$ cat src/rtl/arbitrare_rr.sv
// -----------------------------------------------------------------------------
// arbitrare_rr
//
// N-client req/ack bus arbiter. One requester is selected per transaction
// (round-robin or fixed lowest-index priority), its payload is captured and
// forwarded downstream tagged with its client index, and the downstream ack
// payload is returned to that client as a one-cycle ack pulse.
//
// Transaction flow: IDLE -> GRANT (winner_req held until winner_ack)
//                   -> RESP (client_ack pulse, one cycle) -> IDLE.
//
// Ports:
//   clk              rising-edge clock
//   rst              synchronous reset, active high
//   client_req       per-client request level (bit i = client i)
//   client_data_req  packed client payloads, client i at [i*W +: W]
//   client_ack       one-cycle ack pulse to the granted client (onehot0)
//   client_data_ack  ack payload, meaningful while a client_ack bit is high
//   winner_req       downstream request, held until winner_ack
//   winner_data_req  {winner id, captured payload}
//   winner_ack       downstream acknowledge pulse
//   winner_data_ack  downstream ack payload, valid with winner_ack
//   busy             high while a transaction is in GRANT or RESP
// -----------------------------------------------------------------------------
module arbitrare_rr #(
    parameter int NUM_CLIENTS    = 4,
    parameter int REQ_DATA_WIDTH = 8,
    parameter int ACK_DATA_WIDTH = 8,
    parameter int PRIORITY_MODE  = 0,
    localparam int ID_WIDTH      = (NUM_CLIENTS > 2) ? $clog2(NUM_CLIENTS) : 1
) (
    input  logic                                   clk,
    input  logic                                   rst,
    input  logic [NUM_CLIENTS-1:0]                 client_req,
    input  logic [NUM_CLIENTS*REQ_DATA_WIDTH-1:0]  client_data_req,
    output logic [NUM_CLIENTS-1:0]                 client_ack,
    output logic [ACK_DATA_WIDTH-1:0]              client_data_ack,
    output logic                                   winner_req,
    output logic [ID_WIDTH+REQ_DATA_WIDTH-1:0]     winner_data_req,
    input  logic                                   winner_ack,
    input  logic [ACK_DATA_WIDTH-1:0]              winner_data_ack,
    output logic                                   busy
);

    typedef enum logic [1:0] {
        ST_IDLE  = 2'd0,
        ST_GRANT = 2'd1,
        ST_RESP  = 2'd2
    } state_t;

    state_t                      state_q, state_d;
    logic [ID_WIDTH-1:0]         rr_ptr_q, rr_ptr_d;
    logic                        mask_valid_q, mask_valid_d;
    logic [ID_WIDTH-1:0]         win_id_q, win_id_d;
    logic [REQ_DATA_WIDTH-1:0]   win_data_q, win_data_d;
    logic                        winner_req_q, winner_req_d;
    logic [NUM_CLIENTS-1:0]      client_ack_q, client_ack_d;
    logic [ACK_DATA_WIDTH-1:0]   client_data_ack_q, client_data_ack_d;
    logic                        busy_q, busy_d;

    logic [NUM_CLIENTS-1:0]      id_onehot;
    logic [NUM_CLIENTS-1:0]      mask_vec;
    logic [NUM_CLIENTS-1:0]      eff_req;
    logic [REQ_DATA_WIDTH-1:0]   payload [NUM_CLIENTS];

    logic                        pick_found;
    logic [ID_WIDTH-1:0]         pick_id;
    logic [ID_WIDTH:0]           idx;

    // win_id_q doubles as the last-served id once the transaction ends, so the
    // same one-hot drives both the ack pulse and the post-RESP mask.
    for (genvar gi = 0; gi < NUM_CLIENTS; gi++) begin : g_client
        assign id_onehot[gi] = (win_id_q == ID_WIDTH'(gi));
        assign mask_vec[gi]  = mask_valid_q & id_onehot[gi];
        assign payload[gi]   = client_data_req[gi*REQ_DATA_WIDTH +: REQ_DATA_WIDTH];
    end

    assign eff_req = client_req & ~mask_vec;

    // Winner selection. Loops run from lowest to highest priority and let
    // later hits overwrite earlier ones, so the last hit is the winner.
    always_comb begin
        pick_found = 1'b0;
        pick_id    = '0;
        idx        = '0;
        if (PRIORITY_MODE != 0) begin
            for (int i = NUM_CLIENTS - 1; i >= 0; i--) begin
                if (eff_req[i]) begin
                    pick_found = 1'b1;
                    pick_id    = ID_WIDTH'(i);
                end
            end
        end else begin
            // Offset k = 1 (just after rr_ptr) has the highest priority.
            for (int k = NUM_CLIENTS; k >= 1; k--) begin
                idx = {1'b0, rr_ptr_q} + (ID_WIDTH+1)'(k);
                if (idx >= (ID_WIDTH+1)'(NUM_CLIENTS)) begin
                    idx = idx - (ID_WIDTH+1)'(NUM_CLIENTS);
                end
                if (eff_req[idx[ID_WIDTH-1:0]]) begin
                    pick_found = 1'b1;
                    pick_id    = idx[ID_WIDTH-1:0];
                end
            end
        end
    end

    // State register
    always_ff @(posedge clk) begin
        if (rst) begin
            state_q <= ST_IDLE;
        end else begin
            state_q <= state_d;
        end
    end

    // Next-state logic
    always_comb begin
        state_d = state_q;
        case (state_q)
            ST_IDLE:  if (pick_found) state_d = ST_GRANT;
            ST_GRANT: if (winner_ack) state_d = ST_RESP;
            ST_RESP:  state_d = ST_IDLE;
            default:  state_d = ST_IDLE;
        endcase
    end

    // Output / datapath logic
    always_comb begin
        rr_ptr_d          = rr_ptr_q;
        mask_valid_d      = mask_valid_q;
        win_id_d          = win_id_q;
        win_data_d        = win_data_q;
        winner_req_d      = winner_req_q;
        client_ack_d      = client_ack_q;
        client_data_ack_d = client_data_ack_q;
        busy_d            = busy_q;
        case (state_q)
            ST_IDLE: begin
                // The mask only ever covers the first IDLE cycle after RESP.
                mask_valid_d = 1'b0;
                if (pick_found) begin
                    win_id_d     = pick_id;
                    win_data_d   = payload[pick_id];
                    winner_req_d = 1'b1;
                    busy_d       = 1'b1;
                    rr_ptr_d     = pick_id;
                end
            end
            ST_GRANT: begin
                if (winner_ack) begin
                    client_data_ack_d = winner_data_ack;
                    client_ack_d      = id_onehot;
                    winner_req_d      = 1'b0;
                end
            end
            ST_RESP: begin
                client_ack_d      = '0;
                client_data_ack_d = '0;
                busy_d            = 1'b0;
                mask_valid_d      = 1'b1;
            end
            default: ;
        endcase
    end

    always_ff @(posedge clk) begin
        if (rst) begin
            rr_ptr_q          <= ID_WIDTH'(NUM_CLIENTS - 1);
            mask_valid_q      <= 1'b0;
            win_id_q          <= '0;
            win_data_q        <= '0;
            winner_req_q      <= 1'b0;
            client_ack_q      <= '0;
            client_data_ack_q <= '0;
            busy_q            <= 1'b0;
        end else begin
            rr_ptr_q          <= rr_ptr_d;
            mask_valid_q      <= mask_valid_d;
            win_id_q          <= win_id_d;
            win_data_q        <= win_data_d;
            winner_req_q      <= winner_req_d;
            client_ack_q      <= client_ack_d;
            client_data_ack_q <= client_data_ack_d;
            busy_q            <= busy_d;
        end
    end

    assign client_ack      = client_ack_q;
    assign client_data_ack = client_data_ack_q;
    assign winner_req      = winner_req_q;
    assign winner_data_req = {win_id_q, win_data_q};
    assign busy            = busy_q;

endmodule

$ cat config.mk
export PLATFORM = sky130hd
export DESIGN_NAME = arbitrare_rr
export DESIGN_NICKNAME = d
export VERILOG_FILES = /design/src/rtl/arbitrare_rr.sv
export SDC_FILE = /design/constraint.sdc
export NUM_CORES = 1
export LEC_CHECK = 0
export BUFFER_PORTS_ARGS = -buffer_cell sky130_fd_sc_hd__buf_2
export CELL_PAD_IN_SITES_DETAIL_PLACEMENT = 1
export CELL_PAD_IN_SITES_GLOBAL_PLACEMENT = 2
export CORE_ASPECT_RATIO = 1.1
export CORE_MARGIN = 5
export CORE_UTILIZATION = 27
export CTS_CLUSTER_SIZE = 25
export DETAILED_ROUTE_END_ITERATION = 6
export GPL_ROUTABILITY_DRIVEN = 0
export HOLD_SLACK_MARGIN = 0.1
export PLACE_DENSITY = 0.79
export SETUP_SLACK_MARGIN = 0.2
export SLEW_MARGIN = 20
export SYNTH_ARGS = -nofsm -noshare
export SYNTH_HDL_FRONTEND = slang
export SYNTH_SLANG_ARGS = --single-unit
export TNS_END_PERCENT = 1
$ cat constraint.sdc
create_clock -name clk -period 2.9 [get_ports clk]
set_input_delay 0.58 -clock clk [delete_from_list [all_inputs] [get_ports clk]]
set_output_delay 0.58 -clock clk [all_outputs]
set_load 0.05 [all_outputs]
## Word-level counts from Yosys, hierarchy flattened

Index checks and enable logic that the tools add are counted.

- Word-level logic and storage cells: 85
- Bits of input ports: 47
- Flip-flop bits (word level): 29
- Output and inout port bits: 24

- Bitwise gates (word level): 7
- $lt $le $gt $ge: 9
- $add $sub $neg: 8
- Mux-type cells: 35
- Reductions and logical operators: 10
- Equality and inequality tests: 7

Operators with widths:

| operator | count |
|---|---|
| $mux 8 | 3 |
| $mux 2 | 10 |
| $bmux 8 s2 | 1 |
| $pmux 8 s2 | 1 |
| $ge 3x3->1 const B | 5 |
| $lt 2x3->1 const B | 4 |
| $mux 1 | 10 |
| $bmux 1 s2 | 4 |
| $pmux 4 s2 | 1 |
| $reduce_and 2->1 | 4 |
| $sub 2x1->2 const B | 4 |
| $add 2x2->3 const B | 2 |
| $eq 2x2->1 const B | 3 |
| $pmux 1 s2 | 3 |
| $reduce_bool 2->1 | 3 |
| $and 1x1->1 | 4 |
| $and 4x4->4 | 1 |
| $eq 2x1->1 const B | 2 |
| $logic_not 2->1 | 2 |
| $mux 4 | 1 |
| $ne 2x2->1 const B | 2 |
| $not 4->4 | 1 |
| $pmux 2 s2 | 1 |
| $add 2x1->3 const B | 1 |
| 3 further kinds | 3 |

## Depth between registers and ports, before layout

- Word-level depth: 14
- Depth in mapped cells: 10
- Depth with buffers taken out: 7

## Worst setup path after synthesis

No wires, ideal clock.

- Path kind: register to register
- Start: register win_id_q[0]
- End: register win_data_q[1]
- Path buffers: 2
- Clock period less this slack: 2.396 ns
- Cell stages (with the launch flop): 10
- Path slack: 0.504 ns
- Data required time: 2.761 ns
- Setup time: 0.139 ns
- Arrival time: 2.257 ns
- Path through: dfxtp_1 buf_6 xor2_4 o221ai_2 a21boi_0 a2bb2oi_2 nand2b_1 buf_6 a2111oi_0 a2111oi_1

- Cells in the longest elaborated chain, start to end: 14
- Elaborated cells between the ends (all ways): 31
- Those cells by class: eq/ne: 3; mux: 19; bitwise: 7; reduce/logical: 2

Ends and longest elaborated chain:

| what | line | RTL |
|---|---|---|
| start: declaration | 54 | `logic [ID_WIDTH-1:0] win_id_q, win_id_d;` |
| start signal: assignment | 180 | `win_id_q <= win_id_d;` |
| $eq 2x1->1 (tied with other cells) | 73 | `assign id_onehot[gi] = (win_id_q == ID_WIDTH'(gi));` |
| $and 1x1->1 | 74 | `assign mask_vec[gi] = mask_valid_q & id_onehot[gi];` |
| $not 4->4 * | 78 | `assign eff_req = client_req & ~mask_vec;` |
| $and 4x4->4 * | 78 |  |
| $bmux 1 s2 | 100 | `if (eff_req[idx[ID_WIDTH-1:0]]) begin` |
| $mux 1 (not written as such) | 100 |  |
| $mux 2 (4 in a row) | 100 |  |
| $not 2->3 (not written as such) | 144 | `win_data_d = payload[pick_id];` |
| $bmux 8 s2 | 144 |  |
| $mux 8 (not written as such) (2 in a row) | 144 |  |
| end signal: assignment | 181 | `win_data_q <= win_data_d;` |
| end: declaration | 55 | `logic [REQ_DATA_WIDTH-1:0] win_data_q, win_data_d;` |

Mark *: on every way between the ends. The rest lies on a longest branch, timed or not. The select of a mux whose other input is x is not followed.
A chain may end at the register's enable or synchronous reset.

## Worst setup path after layout

- Start: register rr_ptr_q[0]
- End: register win_data_q[1]

- Cells in the longest elaborated chain, start to end: 13
- Elaborated cells between the ends (all ways): 37
- Those cells by class: add/sub: 8; order compare: 4; mux: 23; bitwise: 1; reduce/logical: 1

Ends and longest elaborated chain:

| what | line | RTL |
|---|---|---|
| start: declaration | 52 | `logic [ID_WIDTH-1:0] rr_ptr_q, rr_ptr_d;` |
| start signal: assignment | 169 | `rr_ptr_q <= ID_WIDTH'(NUM_CLIENTS - 1);` |
| start signal: assignment | 178 | `rr_ptr_q <= rr_ptr_d;` |
| $add 2x3->3 | 96 | `idx = {1'b0, rr_ptr_q} + (ID_WIDTH+1)'(k);` |
| $ge 3x3->1 / $sub 2x1->2 (equally long branches) | 97, 98 |  |
| $mux 2 | 97 | `if (idx >= (ID_WIDTH+1)'(NUM_CLIENTS)) begin` |
| $bmux 1 s2 | 100 |  |
| $mux 1 (not written as such) | 100 |  |
| $mux 2 (4 in a row) | 100 |  |
| $not 2->3 (not written as such) | 144 |  |
| $bmux 8 s2 | 144 |  |
| $mux 8 (not written as such) (2 in a row) | 144 |  |

Parallel ways exist; a longest one is shown, timed or not. The select of a mux whose other input is x is not followed.

==> run metrics <==
run status=complete, no violations; vertical die dimension=89.7 um; Inserted Clock Buffers=5; filler instances=about 690; setup violators final=0; cell at the root of the clock tree=clkbuf_8; Clk pin slew, worst setup/hold paths=about 0.060 ns; slowest cell delay on critical path=0.43 ns; largest net degree at the start of global routing=21; post-synthesis average cell area=between 10 and 15 um2; reg-to-reg startpoint=rr_ptr_q[0]; Remaining DRCs=0; Setup crit end kind=flip-flop; post-route clock skew=0.00518 ns; number of detailed-routing iterations run before antenna repair=4; Leak=around 0.00093 uW; nets in the synthesized netlist=about 200; antenna diode instance count=0; Top delay family on crit path=compound AO/OA/AOI/OAI gates; critical path peak fanout=14; number of buffers and inverters on the critical path=1; final cell utilization of the core=0.361; number of post-CTS setup repair buffers=0; post-CTS resize count=0; slew at the pin closest to its max-slew limit=0.775 ns; number of nets in the finished design=around 270; hpwl dp=between 3 and 4 mm; number of flops mapped to enable cells by yosys=0; global-route wire length before repair=roughly 7.5 mm; count of yosys warnings during synthesis=0; via count of the first global-routing pass=1529; Unique masters post-synth=between 40 and 50; die boundary width=82.4 um; area growth from synthesis to layout=31.9%; unrepaired setup endpoints after global routing=false; count of hold-fix buffers inserted at cts=0; Site Rows=29; remaining global-route overflow=0; Multi-input gate area=about 880 um2; effective utilization at floorplan=0.273; worst endpoint required time=between 3 and 4 ns; startpoint type of the worst setup path=flip-flop; #FFs+latches synth=29; Final Hold Slack=between 0.4 and 0.5 ns; top_reg_cell synth=dfxtp_1; share of the yosys chip area belonging to registers=0.373; Max stage delay cell, worst path=dfxtp_1; via count=~1.5k; Wirelength per Cell=approximately 15 um; final count of pins violating max slew=0; final WL=between 4 and 5 mm; total of max-cap violations=0; total clock sinks=29; Fmax=418 MHz; count of antenna-violating nets left after detailed routing=0; worst setup path startpoint=rr_ptr_q[0]; antenna violations before repair=0; Hold Crit Class=flip-flop to flip-flop; worst setup path category=flip-flop to flip-flop; CTS tree=built; core area=approximately 0.0057 mm2; number of levels the H-tree was split into=2; clock period minus final worst setup slack=around 2.4 ns; cells traversed along the worst timing path=buf_4 > mux2i_1 > a31oi_4 > nor2_1 > a2bb2oi_2 > nand2b_1 > mux2i_1 > a2111oi_1; port buffer count=70; setup TNS=0 ns; proportion of register bits with asynchronous set or reset after synthesis=0; Max Root-Sink Buffers=2; ratio of final minimum period to clock period=0.826; max-slew headroom at the worst pin=0.481; combined flip-flop and latch cell area=581 um2; initial DRC count=46; fraction of final layout cells sized beyond drive strength 1=0.441; cell area after technology mapping=0.00156 mm2; cell occurring most often along the worst timing path=mux2i_1; DIE AREA=approximately 0.0074 mm2; final-report hold violation count=0; Worst VDD drop=roughly 0.00026 V; Crit path arrival time=2.54 ns; origin of the worst min-delay path=busy; via density per instance=roughly 4.8; IO Pins=between 70 and 80; total power per unit cell area=between 700 and 800 mW/mm2; synthesized instance count=155; GRT Util Overall=0.131; Clk Latency, worst-skew pair=between 0.2 and 0.3 ns
layout by cell type, fill, tap and decap left out, types with 2 or more instances in the layout:
cell type,instances
a2111oi_0,3
a2111oi_1,3
a21oi_1,9
a22o_1,8
a32o_1,4
and3b_2,3
buf_2,70
buf_4,7
clkbuf_8,5
clkinv_2,2
dfxtp_1,29
inv_1,3
mux2_2,6
mux2i_1,15
nand2_1,7
nand2b_1,5
nand3b_1,6
nor2_1,7
nor2b_1,6
o211ai_1,2
o21ai_0,2
o21ai_1,5
o31ai_1,2
or2b_1,2
cell usage after synthesis (4+ instances only):
cell type  count  area share
dfxtp_1       29        0.37
mux2i_1       15       0.096
a21oi_1        9       0.029
a22o_1         8       0.045
nand2_1        7       0.017
nor2_1         7       0.017
mux2_2         6       0.043
nand3b_1       6       0.029
nor2b_1        6       0.024
clkbuf_1       5       0.012
nand2b_1       5       0.020
o21ai_1        5       0.016
a32o_1         4       0.026
layout make-up:
type | count | share of cell area
clock buffer | 6 | 0.0353
inverter | 3 | 0.00548
multi-input combinational | 110 | 0.429
clock inverter | 2 | 0.00487
tap | 77 | 0.0469
timing repair buffer | 77 | 0.196
sequential | 29 | 0.283
per-stage QoR:
step	total power [uW]	area, um2	std cells	setup WS, ns
global route	1680	2050	304	0.275
finish	1580	2050	304	0.505
detailed placement	1280	1970	296	0.456
floorplan	1110	1560	155	0.504
global placement	1270	1970	296	0.573
CTS	1600	2050	304	0.441
final timing paths:
path         slack [ns]  cells after the start       endpoint
min reg2reg        0.46                      2           busy
max reg2reg        0.51                      8  win_data_q[1]
min                0.46                      2           busy
max                0.51                      8  win_data_q[1]
routing by layer:
metal  share of wire  track usage  routed length [um]  up-vias
met5               0            0                   0        -
met1            0.41        0.154                1900      695
met2            0.53        0.228                2410       24
li1                -            -                   -      723
met4           0.021       0.0514                  95        0
met3           0.039       0.0299                 179        8
flip-flops by register name (all words and copies together) (netlist names):
signal and count:
mask_valid_q 1, win_data_q 8, client_data_ack 8, state_q 2, client_ack 4, busy 1, win_id_q 2, winner_req 1
rr_ptr_q 2
tightest hold or removal path, delay by kind of cell (launching register included):
kind / cells / cell delay [ns]
compound gates: 1 / 0.05
simple gates: 1 / 0.05
flops: 1 / 0.31
logic make-up after synthesis:
| logic type | synth area share |
|---|---|
| buffers and inverters | 0.0618 |
| muxes | 0.140 |
| DFF | 0.373 |
| and+or+nand+nor | 0.151 |
| xor gates and xnor gates | 0.0177 |
| AOI/OAI and AO/OA | 0.257 |
report_power, final:
part,switching [uW],internal (uW),leakage [uW]
registers,53.3,461,0.000238
clock network,150,166,0.0000450
logic,456,289,0.000649
Power figures use the tool's default switching activity.
